--- config.mk ---
export PLATFORM = sky130hd
export DESIGN_NAME = spi_flash_sequencer
export DESIGN_NICKNAME = d
export VERILOG_FILES = /design/src/rtl/spi_flash_sequencer.sv
export SDC_FILE = /design/constraint.sdc
export NUM_CORES = 1
export LEC_CHECK = 0
export ABC_CLOCK_PERIOD_IN_PS = 10890
export CORE_ASPECT_RATIO = 1.4
export CORE_UTILIZATION = 45
export DETAILED_ROUTE_END_ITERATION = 8
export HOLD_SLACK_MARGIN = 0.12
export PLACE_DENSITY = 0.7
export SLEW_MARGIN = 10
export SYNTH_ARGS = -nofsm -noshare
export SYNTH_HDL_FRONTEND = slang
export SYNTH_SLANG_ARGS = --single-unit
--- constraint.sdc ---
create_clock -name p_clk -period 10.89 [get_ports p_clk]
set_clock_uncertainty 0.15 [all_clocks]
set_input_delay 1.6335 -clock p_clk [delete_from_list [all_inputs] [get_ports p_clk]]
set_output_delay 1.6335 -clock p_clk [all_outputs]
set_load 0.02 [all_outputs]
--- src/rtl/spi_flash_sequencer.sv ---
// ============================================================================
// Module  : spi_flash_sequencer
// Brief   : Turns 32-bit read/write requests into SPI NOR command frames
//           (WREN, PAGE PROGRAM, RDSR polling, READ) over a byte-serial engine.
// Revision: 1.0 - initial release
// ============================================================================
`default_nettype none

module spi_flash_sequencer #(
  parameter int POLL_MAX = 1024,
  parameter int CS_GAP   = 2     // must be >= 1
) (
  input  logic        p_clk,
  input  logic        p_rst,
  input  logic        req_valid,
  output logic        req_ready,
  input  logic        req_write,
  input  logic [23:0] req_addr,
  input  logic [31:0] req_wdata,
  output logic        rsp_valid,
  output logic [31:0] rsp_rdata,
  output logic        rsp_err,
  output logic        sb_start,
  output logic [7:0]  sb_txbyte,
  input  logic        sb_done,
  input  logic [7:0]  sb_rxbyte,
  output logic        s_css,
  output logic        busy
);

  localparam logic [2:0] c_st_idle = 3'd0;
  localparam logic [2:0] c_st_wren = 3'd1;
  localparam logic [2:0] c_st_gap  = 3'd2;
  localparam logic [2:0] c_st_pp   = 3'd3;
  localparam logic [2:0] c_st_poll = 3'd4;
  localparam logic [2:0] c_st_read = 3'd5;
  localparam logic [2:0] c_st_resp = 3'd6;

  localparam int c_poll_w = $clog2(POLL_MAX + 1);
  localparam int c_gap_w  = (CS_GAP > 1) ? $clog2(CS_GAP + 1) : 1;

  localparam logic [7:0] c_op_wren = 8'h06;
  localparam logic [7:0] c_op_pp   = 8'h02;
  localparam logic [7:0] c_op_rdsr = 8'h05;
  localparam logic [7:0] c_op_read = 8'h03;

  logic [2:0]          r_state;
  logic [2:0]          w_state_next;
  logic [2:0]          r_gap_next;
  logic [2:0]          w_gap_next;
  logic                w_resp_err;
  logic [2:0]          r_idx;
  logic                r_pend;
  logic [23:0]         r_addr;
  logic [31:0]         r_wdata;
  logic [23:0]         r_rd_buf;
  logic [31:0]         r_rdata;
  logic                r_err;
  logic [c_poll_w-1:0] r_poll_cnt;
  logic [c_poll_w-1:0] w_poll_inc;
  logic [c_gap_w-1:0]  r_gap_cnt;

  logic       w_in_frame;
  logic [2:0] w_last_idx;
  logic       w_byte_done;
  logic       w_frame_done;
  logic       w_page_cross;
  logic       w_accept;

  assign w_in_frame   = (r_state == c_st_wren) || (r_state == c_st_pp) ||
                        (r_state == c_st_poll) || (r_state == c_st_read);
  assign w_byte_done  = r_pend && sb_done;
  assign w_frame_done = w_byte_done && (r_idx == w_last_idx);
  assign w_poll_inc   = r_poll_cnt + c_poll_w'(1);
  assign w_page_cross = req_addr[7:0] > 8'hFC;
  assign w_accept     = (r_state == c_st_idle) && req_valid;

  always_comb begin
    w_last_idx = 3'd0;
    case (r_state)
      c_st_pp:   w_last_idx = 3'd7;
      c_st_poll: w_last_idx = 3'd1;
      c_st_read: w_last_idx = 3'd7;
      default:   w_last_idx = 3'd0;
    endcase
  end

  // State register
  always_ff @(posedge p_clk or posedge p_rst) begin
    if (p_rst) begin
      r_state <= c_st_idle;
    end else begin
      r_state <= w_state_next;
    end
  end

  // Next-state logic; w_resp_err is the error to report when entering RESP
  always_comb begin
    w_state_next = r_state;
    w_gap_next   = r_gap_next;
    w_resp_err   = 1'b0;
    case (r_state)
      c_st_idle: begin
        if (req_valid) begin
          if (!req_write) begin
            w_state_next = c_st_read;
          end else if (w_page_cross) begin
            w_state_next = c_st_resp;
            w_resp_err   = 1'b1;
          end else begin
            w_state_next = c_st_wren;
          end
        end
      end
      c_st_wren: begin
        if (w_frame_done) begin
          w_state_next = c_st_gap;
          w_gap_next   = c_st_pp;
        end
      end
      c_st_pp: begin
        if (w_frame_done) begin
          w_state_next = c_st_gap;
          w_gap_next   = c_st_poll;
        end
      end
      c_st_poll: begin
        if (w_frame_done) begin
          if (!sb_rxbyte[0]) begin
            w_state_next = c_st_resp;
          end else if (w_poll_inc == c_poll_w'(POLL_MAX)) begin
            w_state_next = c_st_resp;
            w_resp_err   = 1'b1;
          end else begin
            w_state_next = c_st_gap;
            w_gap_next   = c_st_poll;
          end
        end
      end
      c_st_read: begin
        if (w_frame_done) begin
          w_state_next = c_st_resp;
        end
      end
      c_st_gap: begin
        if (r_gap_cnt == c_gap_w'(CS_GAP - 1)) begin
          w_state_next = r_gap_next;
        end
      end
      c_st_resp: w_state_next = c_st_idle;
      default:   w_state_next = c_st_idle;
    endcase
  end

  // Datapath: request capture, byte slot tracking, read assembly, counters
  always_ff @(posedge p_clk or posedge p_rst) begin
    if (p_rst) begin
      r_gap_next <= c_st_idle;
      r_idx      <= 3'd0;
      r_pend     <= 1'b0;
      r_addr     <= 24'd0;
      r_wdata    <= 32'd0;
      r_rd_buf   <= 24'd0;
      r_rdata    <= 32'd0;
      r_err      <= 1'b0;
      r_poll_cnt <= '0;
      r_gap_cnt  <= '0;
    end else begin
      r_gap_next <= w_gap_next;
      if (w_accept) begin
        r_addr     <= req_addr;
        r_wdata    <= req_wdata;
        r_poll_cnt <= '0;
      end
      if (sb_start) begin
        r_pend <= 1'b1;
      end else if (w_byte_done) begin
        r_pend <= 1'b0;
      end
      if (w_byte_done) begin
        r_idx <= w_frame_done ? 3'd0 : r_idx + 3'd1;
      end
      if (w_byte_done && (r_state == c_st_read)) begin
        case (r_idx)
          3'd4:    r_rd_buf[7:0]   <= sb_rxbyte;
          3'd5:    r_rd_buf[15:8]  <= sb_rxbyte;
          3'd6:    r_rd_buf[23:16] <= sb_rxbyte;
          default: ;
        endcase
      end
      if ((r_state == c_st_poll) && w_frame_done) begin
        r_poll_cnt <= w_poll_inc;
      end
      if (r_state == c_st_gap) begin
        r_gap_cnt <= r_gap_cnt + c_gap_w'(1);
      end else begin
        r_gap_cnt <= '0;
      end
      // Response fields update only on RESP entry and hold until the next one
      if ((w_state_next == c_st_resp) && (r_state != c_st_resp)) begin
        r_err   <= w_resp_err;
        r_rdata <= (r_state == c_st_read) ? {sb_rxbyte, r_rd_buf} : 32'd0;
      end
    end
  end

  // Outputs
  always_comb begin
    sb_start  = w_in_frame && !r_pend;
    s_css     = !w_in_frame;
    req_ready = (r_state == c_st_idle);
    busy      = (r_state != c_st_idle);
    rsp_valid = (r_state == c_st_resp);
    rsp_rdata = r_rdata;
    rsp_err   = r_err;
    sb_txbyte = 8'h00;
    case (r_state)
      c_st_wren: sb_txbyte = c_op_wren;
      c_st_pp: begin
        case (r_idx)
          3'd0:    sb_txbyte = c_op_pp;
          3'd1:    sb_txbyte = r_addr[23:16];
          3'd2:    sb_txbyte = r_addr[15:8];
          3'd3:    sb_txbyte = r_addr[7:0];
          3'd4:    sb_txbyte = r_wdata[7:0];
          3'd5:    sb_txbyte = r_wdata[15:8];
          3'd6:    sb_txbyte = r_wdata[23:16];
          default: sb_txbyte = r_wdata[31:24];
        endcase
      end
      c_st_poll: sb_txbyte = (r_idx == 3'd0) ? c_op_rdsr : 8'h00;
      c_st_read: begin
        case (r_idx)
          3'd0:    sb_txbyte = c_op_read;
          3'd1:    sb_txbyte = r_addr[23:16];
          3'd2:    sb_txbyte = r_addr[15:8];
          3'd3:    sb_txbyte = r_addr[7:0];
          default: sb_txbyte = 8'h00;
        endcase
      end
      default: sb_txbyte = 8'h00;
    endcase
  end

endmodule

`default_nettype wire
==> flow_metrics.env, run 1 <==
export IMPL_yosys_warnings=0
export IMPL_path_cells="nor2b_1, and2_1, o41a_1, a21boi_0, o22ai_1, clkdlybuf4s50_1"
export IMPL_routed_wl_mm=16.09
export IMPL_final_antenna_net_count=0
export IMPL_cts_sinks=135
export IMPL_grt_max_degree=71
export IMPL_yosysSeqAreaShare_pct=51.64
export IMPL_synthArstFlopShare_pct=100.0
export IMPL_clock_path_buffers=2
export IMPL_cp_required_ns=9.11
export IMPL_fin_nets=863
export IMPL_slowest_stage="and2_1"
export IMPL_cp_start_kind="flop"
export IMPL_maxCapViolCount=0
export IMPL_drive_gt1_share_pct=9.023
export IMPL_die_area_um2=15030
export IMPL_max_slew_margin_pct=21.03
export IMPL_cts_tree="done"
export IMPL_min_path_type="reg2reg"
export IMPL_row_count=51
export IMPL_fp_dieW_um=103.9
export IMPL_swShare_pct=36.67
export IMPL_synth_area_leaders="dfrtp_1, nand2_1, mux2i_1"
export IMPL_post_dp_cell_area_um2=7667
export IMPL_gr_total_overflow=0
export IMPL_antenna_found_initial=0
export IMPL_synth_cells=691
export IMPL_io_buffers=114
export IMPL_drc=0
export IMPL_comb_power_share_pct=37.5
export IMPL_drt_iter0_drc=436
export IMPL_p_int_uw=1496
export IMPL_register_area_um2=3378
export IMPL_cp_data_arrival_time_ns=3.68
export IMPL_postSynthAreaPerCell_um2=9.466
export IMPL_gr_usage_all_layers_pct=22.94
export IMPL_synthesis_nets=768
export IMPL_cellPowerDensity_nw_per_um2=284.3
export IMPL_finalHoldViolations=0
export IMPL_synth_edf_count=0
export IMPL_cp_num_buf_inv=1
export IMPL_synth_seq_cells=135
export IMPL_setup_tns_final_ns=0
export IMPL_setup_viol=0
export IMPL_h_tree_depth=4
export IMPL_fin_ws_ns=5.431
export IMPL_fill_cells=1212
export IMPL_critPathKind="reg2out"
export IMPL_insertion_delay_ns=0.41
export IMPL_clock_root_buffer="clkbuf_16"
export IMPL_critPathTopFamily="simple AND/OR/NAND/NOR gates"
export IMPL_post_place_ws_ns=5.877
export IMPL_core_um2=14040
export IMPL_diodes=0
export IMPL_io_pins=115
export IMPL_post_cts_buffers=0
export IMPL_grt_pass1_vias=5582
export IMPL_ctsResizeCount=0
export IMPL_first_pass_iters=8
export IMPL_synth_top_cell_area_share_pct=51.64
export IMPL_ys_flop_type="dfrtp_1"
export IMPL_vias=5274
export IMPL_p_leak_uw=0.003987
export IMPL_cpPeakStageDelay_ns=0.97
export IMPL_place_hpwl_mm=11.13
export IMPL_vias_per_cell=5.365
export IMPL_cts_buffers=17
export IMPL_min_period_ns=5.459
export IMPL_syn2layout_area_growth_pct=27.05
export IMPL_holdBufCountCts=0
export IMPL_stdcell_area_um2=8310
export IMPL_grt_pass1_wl_mm=26.94
export IMPL_critical_path_max_fanout=34
export IMPL_gp_congestion=0.8559
export IMPL_worst_pin_slew_ns=1.185
export IMPL_synth_cell_types=64
export IMPL_outcome="finished, final reports clean"
export IMPL_die_y_um=144.7
export IMPL_detail_route_wl_per_cell_um=16.37
export IMPL_period_share_pct=50.13
export IMPL_start_util_pct=46.60
export IMPL_max_freq_mhz=183.2
export IMPL_synth_top_cell_by_area="dfrtp_1"
export IMPL_clkTransAtPathRegs_ns=0.06
export IMPL_rsz0062_at_grt="no"
export IMPL_synth_area_um2=6541
export IMPL_vdd_ir_drop_max_v=0.0001495
export IMPL_multiInputGateArea_um2=2723
export IMPL_cp_end_kind="primary output"
export IMPL_power_frac_seq_pct=36.0
export IMPL_power_frac_clock_pct=26.5
export IMPL_power_switching_uw=866.4
export IMPL_final_max_slew_viol_count=0
## layout by cell type (no fill, tap or decap), drive strengths merged, types with 5 or more instances in the layout
cell type      synthesis  layout
nand2                228     228
dfrtp                135     135
clkdlybuf4s50          0     114
inv                   42      44
mux2i                 33      33
o21ai                 31      31
mux2                  24      24
clkbuf                25      20
nor2                  19      19
a21oi                 16      16
a222oi                14      14
nand3                 14      14
nor2b                  8       8
ha                     8       8
o22ai                  7       7
nor3                   7       7
nand2b                 5       5
bufinv                 0       5
nand4                  5       5
## logic make-up (layout without fill, tap and decap cells)
kind of cell,after synthesis,in the layout,share of synthesized area (%)
adders and majority gates,8,8,1.530
and+or+nand+nor,305,305,19.91
DFF,135,135,51.64
buffers and inverters,85,192,6.771
xor gates and xnor gates,4,4,0.5357
AOI/OAI and AO/OA,97,97,10.42
muxes,57,57,9.181
## final timing paths
check / slack, ns / depth (start not counted) / start / endpoint
worst max-delay path: 5.43 / 6 / r_state[1]$_DFF_PP0_ / sb_txbyte[2]
worst min-delay path: 0.29 / 1 / r_gap_cnt[0]$_DFF_PP0_ / r_gap_cnt[0]$_DFF_PP0_
worst max register to register: 7.33 / 8 / r_state[1]$_DFF_PP0_ / rsp_err$_DFFE_PP0P_
worst min register to register: 0.29 / 1 / r_gap_cnt[0]$_DFF_PP0_ / r_gap_cnt[0]$_DFF_PP0_
max in group asynchronous: 7.61 / 3 / p_rst / r_poll_cnt[8]$_DFFE_PP0P_
min in group asynchronous: 1.58 / 2 / p_rst / r_rd_buf[0]$_DFFE_PP0P_
## registers in the layout, indices dropped and copies added (netlist names)
| name | flops |
|---|---|
| r_addr | 24 |
| r_gap_cnt | 2 |
| r_gap_next | 2 |
| r_idx | 3 |
| r_pend | 1 |
| r_poll_cnt | 11 |
| r_rd_buf | 24 |
| r_state | 3 |
| r_wdata | 32 |
| rsp_err | 1 |
| rsp_rdata | 32 |
## metrics by stage
stage          utilization, %  hold slack, ns  power (uW)  cells
5_1_grt                 59.20          0.3043        2508    983
2_1_floorplan               -          0.2582        1425    691
4_1_cts                 59.20          0.2955        2375    983
6_report                59.20          0.2880        2363    983
3_5_place_dp            54.62          0.2882        1734    952
3_3_place_gp            54.62          0.2699        1705    952
## synth_stat cells (4+ instances only)
master,n
a21oi_1,14
a222oi_1,14
buf_6,6
clkbuf_1,24
dfrtp_1,135
ha_1,8
inv_1,42
mux2_2,24
mux2i_1,33
nand2_1,228
nand2b_1,5
nand3_1,13
nand4_1,4
nor2_1,19
nor2b_1,8
nor3_1,6
o21ai_0,28
o22ai_1,7
## worst reg2reg max path, cell delays in order, from the launching register on
cell and delay [ns]:
dfrtp_1 0.54, nor3_2 0.42, and2_2 0.90, a31oi_1 0.32, nand3b_1 0.17, a22oi_1 0.09, a211o_1 0.29, buf_4 0.30
a21o_2 0.28
## power groups by stage
stage	sequential [uW]	combinational (uW)	clock, uW
final	851	886	626
after CTS	847	892	635
after detailed placement	852	883	0
after floorplan	870	555	0
after global routing	875	977	657
after global placement	844	862	0
## layer usage
metal	wire (um)	GRT usage, %	up-vias
li1	-	-	2496
met5	0	0	-
met2	8492	41.82	202
met4	535	12.11	0
met3	799	4.389	34
met1	6261	25.50	2542
## area by class of cell
type / instances / area share [%]
flip-flops and latches: 135 / 40.65
well taps: 185 / 2.785
clock buffers: 20 / 5.375
repair buffers: 118 / 14.09
clock inverters: 11 / 2.364
multi-input cells: 471 / 32.76
inverters: 43 / 1.972
(Power assumes the default switching activity.)
==> run 2: changes to the inputs <==
--- a/config.mk
+++ b/config.mk
@@ -5,12 +5,12 @@
 export SDC_FILE = /design/constraint.sdc
 export NUM_CORES = 1
 export LEC_CHECK = 0
-export ABC_CLOCK_PERIOD_IN_PS = 10890
+export ABC_CLOCK_PERIOD_IN_PS = 4700
 export CORE_ASPECT_RATIO = 1.4
 export CORE_UTILIZATION = 45
 export DETAILED_ROUTE_END_ITERATION = 8
 export HOLD_SLACK_MARGIN = 0.12
-export PLACE_DENSITY = 0.7
+export PLACE_DENSITY = 0.73
 export SLEW_MARGIN = 10
 export SYNTH_ARGS = -nofsm -noshare
 export SYNTH_HDL_FRONTEND = slang
==> constraint.sdc (replaced) <==
create_clock -name p_clk -period 4.7 [get_ports p_clk]
set_clock_uncertainty 0.15 [all_clocks]
set_input_delay 0.705 -clock p_clk [delete_from_list [all_inputs] [get_ports p_clk]]
set_output_delay 0.705 -clock p_clk [all_outputs]
set_load 0.02 [all_outputs]
==> run 2 against run 1 <==
Sequential cell count unchanged. Count of clock-buffer cells in the layout fell by 3. Power rose by 130%. Die area did not move. Sequential share of layout area about the same. Largest cell class unchanged.
==> flow_metrics.env, run 2 (same netlist as run 1, synthesis figures left out) <==
export IMPL_worstHoldPathCells=1
export IMPL_vias_per_cell=5.357
export IMPL_outcome="finished, final reports clean"
export IMPL_rsz0062_at_grt="no"
export IMPL_cp_start_kind="flop"
export IMPL_gr_total_overflow=0
export IMPL_cp_depth=8
export IMPL_r2r_start="r_state[1]$_DFF_PP0_"
export IMPL_antenna_found_initial=0
export IMPL_clock_path_buffers=2
export IMPL_io_pins=115
export IMPL_gp_congestion=0.8793
export IMPL_r2r_slack_ns=1.43
export IMPL_maxCapViolCount=0
export IMPL_grt_pass1_vias=5234
export IMPL_holdBufCountCts=0
export IMPL_max_freq_mhz=229.5
export IMPL_detail_route_wl_per_cell_um=16.34
export IMPL_cp_num_buf_inv=3
export IMPL_gr_usage_all_layers_pct=22.40
export IMPL_cellPowerDensity_nw_per_um2=649.7
export IMPL_post_cts_buffers=0
export IMPL_first_pass_iters=6
export IMPL_comb_power_share_pct=38.0
export IMPL_p_leak_uw=0.003990
export IMPL_path_cells="clkinv_1, ha_1, nor4_2, buf_4, nor2b_1, o21ai_0, a22o_1, clkdlybuf4s50_1"
export IMPL_setup_tns_final_ns=0
export IMPL_worst_pin_slew_ns=1.090
export IMPL_grt_max_degree=82
export IMPL_final_cell_mix="nand2_1, dfrtp_1, clkdlybuf4s50_1"
export IMPL_cp_end_kind="primary output"
export IMPL_critPathKind="reg2out"
export IMPL_h_tree_depth=4
export IMPL_whs_ns=0.3035
export IMPL_min_path_type="reg2reg"
export IMPL_worst_r2r_endpoint="rsp_rdata[6]$_DFFE_PP0P_"
export IMPL_grt_pass1_wl_mm=26.18
export IMPL_start_util_pct=46.60
export IMPL_drive_gt1_share_pct=9.625
export IMPL_cts_tree="done"
export IMPL_p_int_uw=3356
export IMPL_cpPeakStageDelay_ns=0.55
export IMPL_final_common_cell="nand2_1"
export IMPL_fp_dieW_um=103.9
export IMPL_cts_sinks=135
export IMPL_place_hpwl_mm=11.38
export IMPL_diodes=0
export IMPL_die_y_um=144.7
export IMPL_routed_wl_mm=16.09
export IMPL_drt_iter0_drc=520
export IMPL_drc=0
export IMPL_cp_data_arrival_time_ns=3.50
export IMPL_period_share_pct=92.72
export IMPL_hold_start="r_gap_cnt[0]$_DFF_PP0_"
export IMPL_io_buffers=114
export IMPL_hold_end="r_gap_cnt[0]$_DFF_PP0_"
export IMPL_vias=5277
export IMPL_fin_nets=865
export IMPL_insertion_delay_ns=0.41
export IMPL_critical_path_max_fanout=12
export IMPL_clkTransAtPathRegs_ns=0.06
export IMPL_critPathTopFamily="buffers and inverters"
export IMPL_fill_cells=1188
export IMPL_finalHoldViolations=0
export IMPL_power_switching_uw=2037
export IMPL_row_count=51
export IMPL_power_frac_clock_pct=25.0
export IMPL_clock_root_buffer="clkbuf_16"
export IMPL_syn2layout_area_growth_pct=26.89
export IMPL_final_antenna_net_count=0
export IMPL_power_frac_seq_pct=37.0
export IMPL_cp_required_ns=3.85
export IMPL_ctsResizeCount=0
export IMPL_die_area_um2=15030
export IMPL_reg2reg_depth=8
export IMPL_core_um2=14040
export IMPL_min_period_ns=4.358
export IMPL_final_max_slew_viol_count=0
export IMPL_swShare_pct=37.77
export IMPL_setup_viol=0
export IMPL_max_slew_margin_pct=27.05
export IMPL_vdd_ir_drop_max_v=0.0003916
export IMPL_slowest_stage="clkdlybuf4s50_1"
export IMPL_cts_buffers=17
[run 2: layer usage]
metal,track usage [%],wire [um]
met1,26.99,6566
met2,39.72,8287
met3,3.941,807
met4,9.474,431
met5,0,0
[run 2: power groups by stage]
stage	clock, uW	sequential (uW)	combinational, uW
after global routing	1420	2050	2250
after global placement	0	1990	1950
final	1350	2000	2050
after CTS	1370	1990	2040
after floorplan	0	2010	1290
after detailed placement	0	2000	2020
[run 2: how the worst max path moves through the flow]
stage / from / endpoint
CTS: r_idx[2]$_DFFE_PP0P_ / sb_txbyte[0]
floorplan: p_rst / r_addr[0]$_DFFE_PP0P_
detailed placement: r_idx[2]$_DFFE_PP0P_ / sb_txbyte[0]
global placement: r_idx[2]$_DFFE_PP0P_ / sb_txbyte[0]
finish: r_idx[2]$_DFFE_PP0P_ / sb_txbyte[1]
global route: r_idx[2]$_DFFE_PP0P_ / sb_txbyte[0]
[run 2: layout make-up]
| class | instances | area [um2] | share of cell area [%] |
|---|---|---|---|
| inverter | 43 | 163.9 | 1.975 |
| sequential | 135 | 3378 | 40.70 |
| multi-input combinational | 471 | 2729 | 32.88 |
| clock buffer | 17 | 425.4 | 5.125 |
| tap | 185 | 231.5 | 2.789 |
| timing repair buffer | 120 | 1199 | 14.44 |
| clock inverter | 14 | 173.9 | 2.095 |
[run 2: metrics by stage]
step / util (%) / worst slack [ns] / instances / cell area (um2) / power, uW
5_1_grt: 59.13 / 0.08785 / 985 / 8300 / 5718
2_1_floorplan: - / 0.2339 / 691 / 6541 / 3301
4_1_cts: 59.08 / 0.2067 / 985 / 8294 / 5394
3_3_place_gp: 54.81 / 0.8133 / 954 / 7695 / 3940
6_report: 59.13 / 0.3423 / 985 / 8300 / 5393
3_5_place_dp: 54.81 / 0.6965 / 954 / 7695 / 4026
